$ cat config.mk
export PLATFORM = sky130hd
export DESIGN_NAME = aes_block_packer
export DESIGN_NICKNAME = d
export VERILOG_FILES = /design/src/rtl/aes_block_packer.sv
export SDC_FILE = /design/constraint.sdc
export NUM_CORES = 1
export LEC_CHECK = 0
export ABC_AREA = 1
export BUFFER_PORTS_ARGS = -buffer_cell sky130_fd_sc_hd__buf_2
export CORE_AREA = 4 4 171 173
export CTS_CLUSTER_SIZE = 25
export DETAILED_ROUTE_END_ITERATION = 8
export DIE_AREA = 0 0 175 177
export GPL_ROUTABILITY_DRIVEN = 0
export SYNTH_ARGS = -nofsm -noshare
export SYNTH_HDL_FRONTEND = slang
export SYNTH_SLANG_ARGS = --single-unit
$ cat constraint.sdc
create_clock -name clk -period 18.81 [get_ports clk]
set_input_delay 1.881 -clock clk [delete_from_list [all_inputs] [get_ports clk]]
set_output_delay 1.881 -clock clk [all_outputs]
set_load 0.05 [all_outputs]
$ cat src/rtl/aes_block_packer.sv
// aes_block_packer: packs four 32-bit stream words into a 128-bit block for
// AESEncrypt, issues a one-cycle start pulse and waits for the engine to finish.
// Optional CBC chaining is enabled by defining AES_PACK_CBC_EN.
module aes_block_packer #(
    parameter int unsigned CNT_W   = 16,
    parameter int unsigned TIMEOUT = 64,
    parameter int unsigned TO_W    = 8
) (
    input  logic             clk,
    input  logic             reset,
    input  logic [31:0]      s_data,
    input  logic             s_valid,
    output logic             s_ready,
    output logic [127:0]     aes_data_in,
    output logic             aes_ready,
    input  logic             aes_valid,
    input  logic [127:0]     aes_data_out,
    input  logic [127:0]     iv,
    input  logic             iv_load,
    output logic             busy,
    output logic             timeout_err,
    output logic [CNT_W-1:0] blocks_issued
);

    localparam logic [TO_W-1:0] TO_LAST = TO_W'(TIMEOUT - 1);

    typedef enum logic [1:0] {
        FILL  = 2'd0,
        ISSUE = 2'd1,
        WAIT  = 2'd2
    } state_t;

    state_t            state;
    logic [1:0]        word_cnt;
    logic [3:0][31:0]  pack;
    logic [TO_W-1:0]   to_cnt;
    logic              accept_c;
    logic [127:0]      block_c;

    // A word moves only on a completed handshake.
    assign accept_c = s_valid && s_ready;

`ifdef AES_PACK_CBC_EN
    logic [127:0] chain;

    // Block presented to the engine: three buffered words plus the incoming last word, chained.
    assign block_c = {pack[3:1], s_data} ^ chain;

    // Chain register: iv only at a block boundary, engine output on completion.
    always_ff @(posedge clk or posedge reset) begin
        if (reset) begin
            chain <= '0;
        end else if (state == FILL && word_cnt == 2'd0 && iv_load) begin
            chain <= iv;
        end else if (state == WAIT && aes_valid) begin
            chain <= aes_data_out;
        end
    end
`else
    logic unused_cbc;

    // Block presented to the engine: three buffered words plus the incoming last word.
    assign block_c    = {pack[3:1], s_data};
    assign unused_cbc = ^{iv, iv_load, aes_data_out};
`endif

    // Packing FSM with all outputs registered.
    always_ff @(posedge clk or posedge reset) begin
        if (reset) begin
            state         <= FILL;
            word_cnt      <= 2'd0;
            pack          <= '0;
            to_cnt        <= '0;
            s_ready       <= 1'b0;
            aes_ready     <= 1'b0;
            aes_data_in   <= '0;
            busy          <= 1'b0;
            timeout_err   <= 1'b0;
            blocks_issued <= '0;
        end else begin
            aes_ready <= 1'b0;
            case (state)
                FILL: begin
                    s_ready <= 1'b1;
                    busy    <= (word_cnt != 2'd0);
                    if (accept_c) begin
                        pack[2'd3 - word_cnt] <= s_data;
                        word_cnt              <= word_cnt + 2'd1;
                        busy                  <= 1'b1;
                        if (word_cnt == 2'd3) begin
                            state         <= ISSUE;
                            s_ready       <= 1'b0;
                            aes_ready     <= 1'b1;
                            aes_data_in   <= block_c;
                            blocks_issued <= blocks_issued + CNT_W'(1);
                        end
                    end
                end
                ISSUE: begin
                    state   <= WAIT;
                    to_cnt  <= '0;
                    s_ready <= 1'b0;
                    busy    <= 1'b1;
                end
                WAIT: begin
                    if (aes_valid) begin
                        state   <= FILL;
                        s_ready <= 1'b1;
                        busy    <= 1'b0;
                    end else if (TIMEOUT != 0 && to_cnt == TO_LAST) begin
                        state       <= FILL;
                        s_ready     <= 1'b1;
                        busy        <= 1'b0;
                        timeout_err <= 1'b1;
                    end else begin
                        to_cnt  <= to_cnt + TO_W'(1);
                        s_ready <= 1'b0;
                        busy    <= 1'b1;
                    end
                end
                default: begin
                    state   <= FILL;
                    s_ready <= 1'b0;
                    busy    <= 1'b0;
                end
            endcase
        end
    end

endmodule

======== Yosys cells after proc, flatten, opt, wreduce, memory -nomap -nowiden ========
Index checks and enable logic that the tools add are counted.
W data, S select, Z words.
word-level totals
  bits in registers ....................... 288
  input bits .............................. 293
  output and inout port bits .............. 148
operators by class
  add/sub/neg operators ................... 4
  order comparisons ....................... 2
  equal/unequal tests ..................... 9
  mux-type cells .......................... 23
  bitwise operators ....................... 1
  reduce and logical (&&, ||, !) cells .... 10
operators with widths
  cell                     number
  $bwmux W128              1
  $demux W32 S2            1
  $mux W32                 1
  $add A16 B1 Y16 const B  1
  $mux W8                  2
  $pmux W8 S2              1
  $reduce_and A3 Y1        4
  $mux W1                  10
  $add A8 B1 Y8 const B    1
  $eq A8 B6 Y1 const B     1
  $mux W2                  4
  $ne A2 B2 Y1 const B     4
  $pmux W2 S3              1
  $eq A2 B2 Y1 const B     2
  $reduce_bool A2 Y1       2
  $lt A2 B3 Y1 const B     1
  $ne A3 B3 Y1 const B     1
  $pmux W1 S3              1
  $add A2 B1 Y2 const B    1
  $eq A2 B1 Y1 const B     1
  $ge A2 B1 Y1 const B     1
  $logic_and A1 B1 Y1      2
  $logic_not A2 Y1         1
  $pmux W1 S2              1
  other kinds (3)          3

======== Depth between registers and ports, before layout ========
  word-level depth ........................ 6
  depth in mapped cells ................... 8
  gate-level depth less buffers ........... 8

======== Worst setup path after synthesis ========
OpenSTA, ideal clock, no wires.
  path kind ............................... input to register
  start point ............................. input s_valid
  end point ............................... register blocks_issued[11]
  library setup time ...................... 0.123 ns
  arrival ................................. 2.630 ns
  data required time ...................... 18.687 ns
  slack ................................... 16.058 ns
  cell stages on the path ................. 7
  cell sequence ........................... nand2_2 -> inv_1 -> nand3_1 -> buf_4 -> nor2_4 -> nand2_1 -> xor2_1
between the ends
  cells in the longest elaborated chain, start to end .. 2
RTL lines
  what                         line  source
  from (decl)                  12    input logic s_valid,
  $logic_and A1 B1 Y1          41    assign accept_c = s_valid && s_ready;
  $reduce_and A3 Y1 (no line)  n/a
  to (signal assigned)         95    blocks_issued <= blocks_issued + CNT_W'(1);
  to (decl)                    22    output logic [CNT_W-1:0] blocks_issued
Every way passes these cells.
A chain may end at the register's enable or synchronous reset.

======== Final worst setup path ========
  start point ............................. input s_valid
  end point ............................... register aes_data_in[20]
between the ends
  cells in the longest elaborated chain, start to end .. 2
RTL lines
  what                         line  source
  $logic_and A1 B1 Y1          41
  $reduce_and A3 Y1 (no line)  n/a
  to (signal assigned)         94    aes_data_in <= block_c;
  to (decl)                    14    output logic [127:0] aes_data_in,
Every way passes these cells.

==> impl_metrics.toml <==
[pwr]
leakage_nw = 6.51
p_clk_frac = 0.218
vdd_ir_drop_max_mv = 0.0963
p_int_mw = 1.27
switching_power_mw = 1.04
swShare = 0.450
power_mw = 2.31
powerDensity_nw_per_um2 = 193
combPwrFrac = 0.394
seq_power_share = 0.388

[global_routing]
grt_first_pass_wirelength_um = 39200
grt_usage = 0.155
grt_use_met2 = 0.242
top_usage_layer = "met2"
grt_pass1_vias = 7263
grt_overflow = 0
antenna_found_initial = 2
gr-usage-met1 = 0.218
grt_start_max_net_pins = 113
grtUsageMet3 = 0.0421

[routing]
first_iter_violations = 492
routed_via_density = 4.49
drc = 0
wire_per_inst_um = 14.8
dr.pass1.iters = 5
detail-route-antenna-nets = 0
wirelength_um = 24000
vias = 7277

[synth]
synth_top_family_by_area = "simple AND/OR/NAND/NOR gates"
ys_ff_latch = 256
synth_mux_area_frac = 0
yosys_warnings = 0
synth-simple-area-share = 0.215
synthesis.area_um2 = 9860
ys_types = 24
seq_area_frac_synth = 0.650
synth-adder-area-share = 0.00762
syn_nets = 1351
synth_compound_area_frac = 0.0683
syn_area_per_cell_um2 = 9.37
synthCells = 1052
synth_xor_area_frac = 0.0133

[critical_path]
ff2ff_setup_slack_ns = 16.14
worst_path_max_delay_cell = "buf_4"
crit_fanout = 69
worstPathRequired_ns = 19.18
rr_worst_depth = 5
reg2reg_to = "aes_data_in[20]"
crit_chain = "buf_2 > nand2_2 > inv_1 > nand3_4 > buf_4 > buf_4 > o21ai_0"
cp-start-kind = "input port"
r2r_start = "word_cnt[0]"
critPathKind = "input port to register"
endpoint_kind = "register"
path_buf_inv = 4
path_delay_family = "buffers and inverters"
critPathMaxStageDelay_ns = 0.65
cp_data_arrival_time_ns = 4.00
crit_top_cell = "buf_4"

[final_layout]
mostFrequentLayoutCells = "nand2_1 (477), dfrtp_1 (256), buf_2 (183)"
nets = 1525
drive_gt1_frac = 0.200
fillers = 2831
syn_to_final_growth_pct = 21.0
mostFrequentLayoutCell = "nand2_1"

[die]
ios = 441
start_util = 0.357
die_y_um = 177
rows = 61
dieArea_um2 = 31000
die_w_um = 175
coreArea_um2 = 27600

[timing]
setup_violations = 0
hold_slack_ns = 0.462
hold_viol_final = 0
finalCriticalPeriod_ns = 3.62
slew_headroom = 0.384
achievable-frequency_ghz = 0.276
min_period_over_period = 0.193
finalClockSkew_ns = 0.0117
setup_tns_ns = 0
rsz0062_at_grt = "false"
tightest_slew_ns = 0.924
drv_slew = 0

[clocking]
cts-root-buf = "clkbuf_16"
clk_pin_slew_ns = 0.06
post_cts_buffers = 0
clkLatencyLatePin_ns = 0.52
cts_buffers = 27
htree_levels = 1
clkSinkCount = 256
cts_hold_buf = 0
clock_path_buffers = 3
cts_tree = "done"
post_cts_resized = 0

[min_path]
holdCritStartpoint = "aes_data_in[33]"
min_path_type = "register to register"
holdPathEnd = "aes_data_in[33]"
hold_depth = 2

[placed_design]
dpl.hpwl_um = 15800
io_buffers = 183

[status]
status = "finished clean"

[job]
cap_violations = 0
[synth_stat cells]
cell | instances | area (um^2)
nor2_8 | 1 | 20.0
nor2_2 | 1 | 6.26
inv_1 | 55 | 206
o21bai_1 | 1 | 7.51
clkbuf_2 | 4 | 20.0
xor2_1 | 12 | 105
o21ai_1 | 10 | 50.1
clkbuf_1 | 8 | 30.0
nand2_1 | 477 | 1790
inv_2 | 2 | 7.51
buf_4 | 6 | 45.0
nor2_4 | 2 | 22.5
nand3_1 | 23 | 115
o21ai_0 | 123 | 616
xnor2_1 | 3 | 26.3
ha_1 | 6 | 75.1
nor2_1 | 19 | 71.3
nand4_1 | 5 | 31.3
nand2_2 | 5 | 31.3
or2_2 | 1 | 6.26
dfrtp_1 | 256 | 6410
nand2_4 | 1 | 11.3
buf_2 | 29 | 145
nor3_1 | 2 | 10.0
[kinds of logic (layout without fill, tap and decap cells)]
| logic type | count (synthesis) | count (layout) |
|---|---|---|
| and+or+nand+nor | 537 | 537 |
| buffers and inverters | 104 | 294 |
| adders and majority gates | 6 | 6 |
| xor gates and xnor gates | 15 | 15 |
| AOI/OAI and AO/OA | 134 | 134 |
| other | 0 | 1 |
| DFF | 256 | 256 |
[area by class of cell]
type	count	area, um^2	area share
flip-flops and latches	256	6410	0.537
multi-input cells	692	3010	0.252
repair buffers	192	983	0.0825
clock buffers	35	756	0.0634
well taps	378	473	0.0397
inverters	57	221	0.0186
clock inverters	10	75.1	0.00630
diodes	1	2.50	0.000210
[metal layers]
layer  wire length [um]  vias to the layer above
met5                  8                        -
met1              11200                     3446
li1                   -                     3619
met2              10700                      176
met4                419                        2
met3               1720                       34
[tightest hold or removal path: cells and delay by family (launching register included)]
family,cells,cell delay (ns)
and+or+nand+nor,2,0.09
DFF,1,0.34
[through the flow]
stage               instance area [um^2]   util  std cells  setup slack [ns]
finish                             11900  0.432       1621             15.19
global route                       11900  0.432       1621             14.95
CTS                                11900  0.432       1620             15.16
detailed placement                 11100  0.401       1575             14.58
global placement                   11100  0.401       1575             14.64
floorplan                           9860      -       1052              9.89
[power by group through the flow]
| stage | clock (mW) | sequential (mW) | combinational, mW |
|---|---|---|---|
| after floorplan | 0 | 1.30 | 0.284 |
| after detailed placement | 0 | 0.903 | 0.922 |
| final | 0.503 | 0.895 | 0.908 |
| after CTS | 0.520 | 0.897 | 0.924 |
| after global routing | 0.543 | 0.925 | 0.993 |
| after global placement | 0 | 0.897 | 0.908 |
[worst max-delay path by stage]
stage                     startpoint  slack [ns]               to  cells after the start
after floorplan                reset        9.89   aes_data_in[0]                      1
after global placement       s_valid       14.64  aes_data_in[19]                      7
after detailed placement     s_valid       14.58  aes_data_in[13]                      7
after CTS                    s_valid       15.16  aes_data_in[11]                      7
after global routing         s_valid       14.95  aes_data_in[16]                      7
final                        s_valid       15.19  aes_data_in[20]                      7
[flip-flops by register name (all words and copies together), names as in the netlist]
signal / count
timeout_err: 1
busy: 1
blocks_issued: 16
to_cnt: 8
aes_ready: 1
block_c: 96
word_cnt: 2
state: 2
s_ready: 1
aes_data_in: 128
Note: power is estimated with default switching activity, not from simulation.
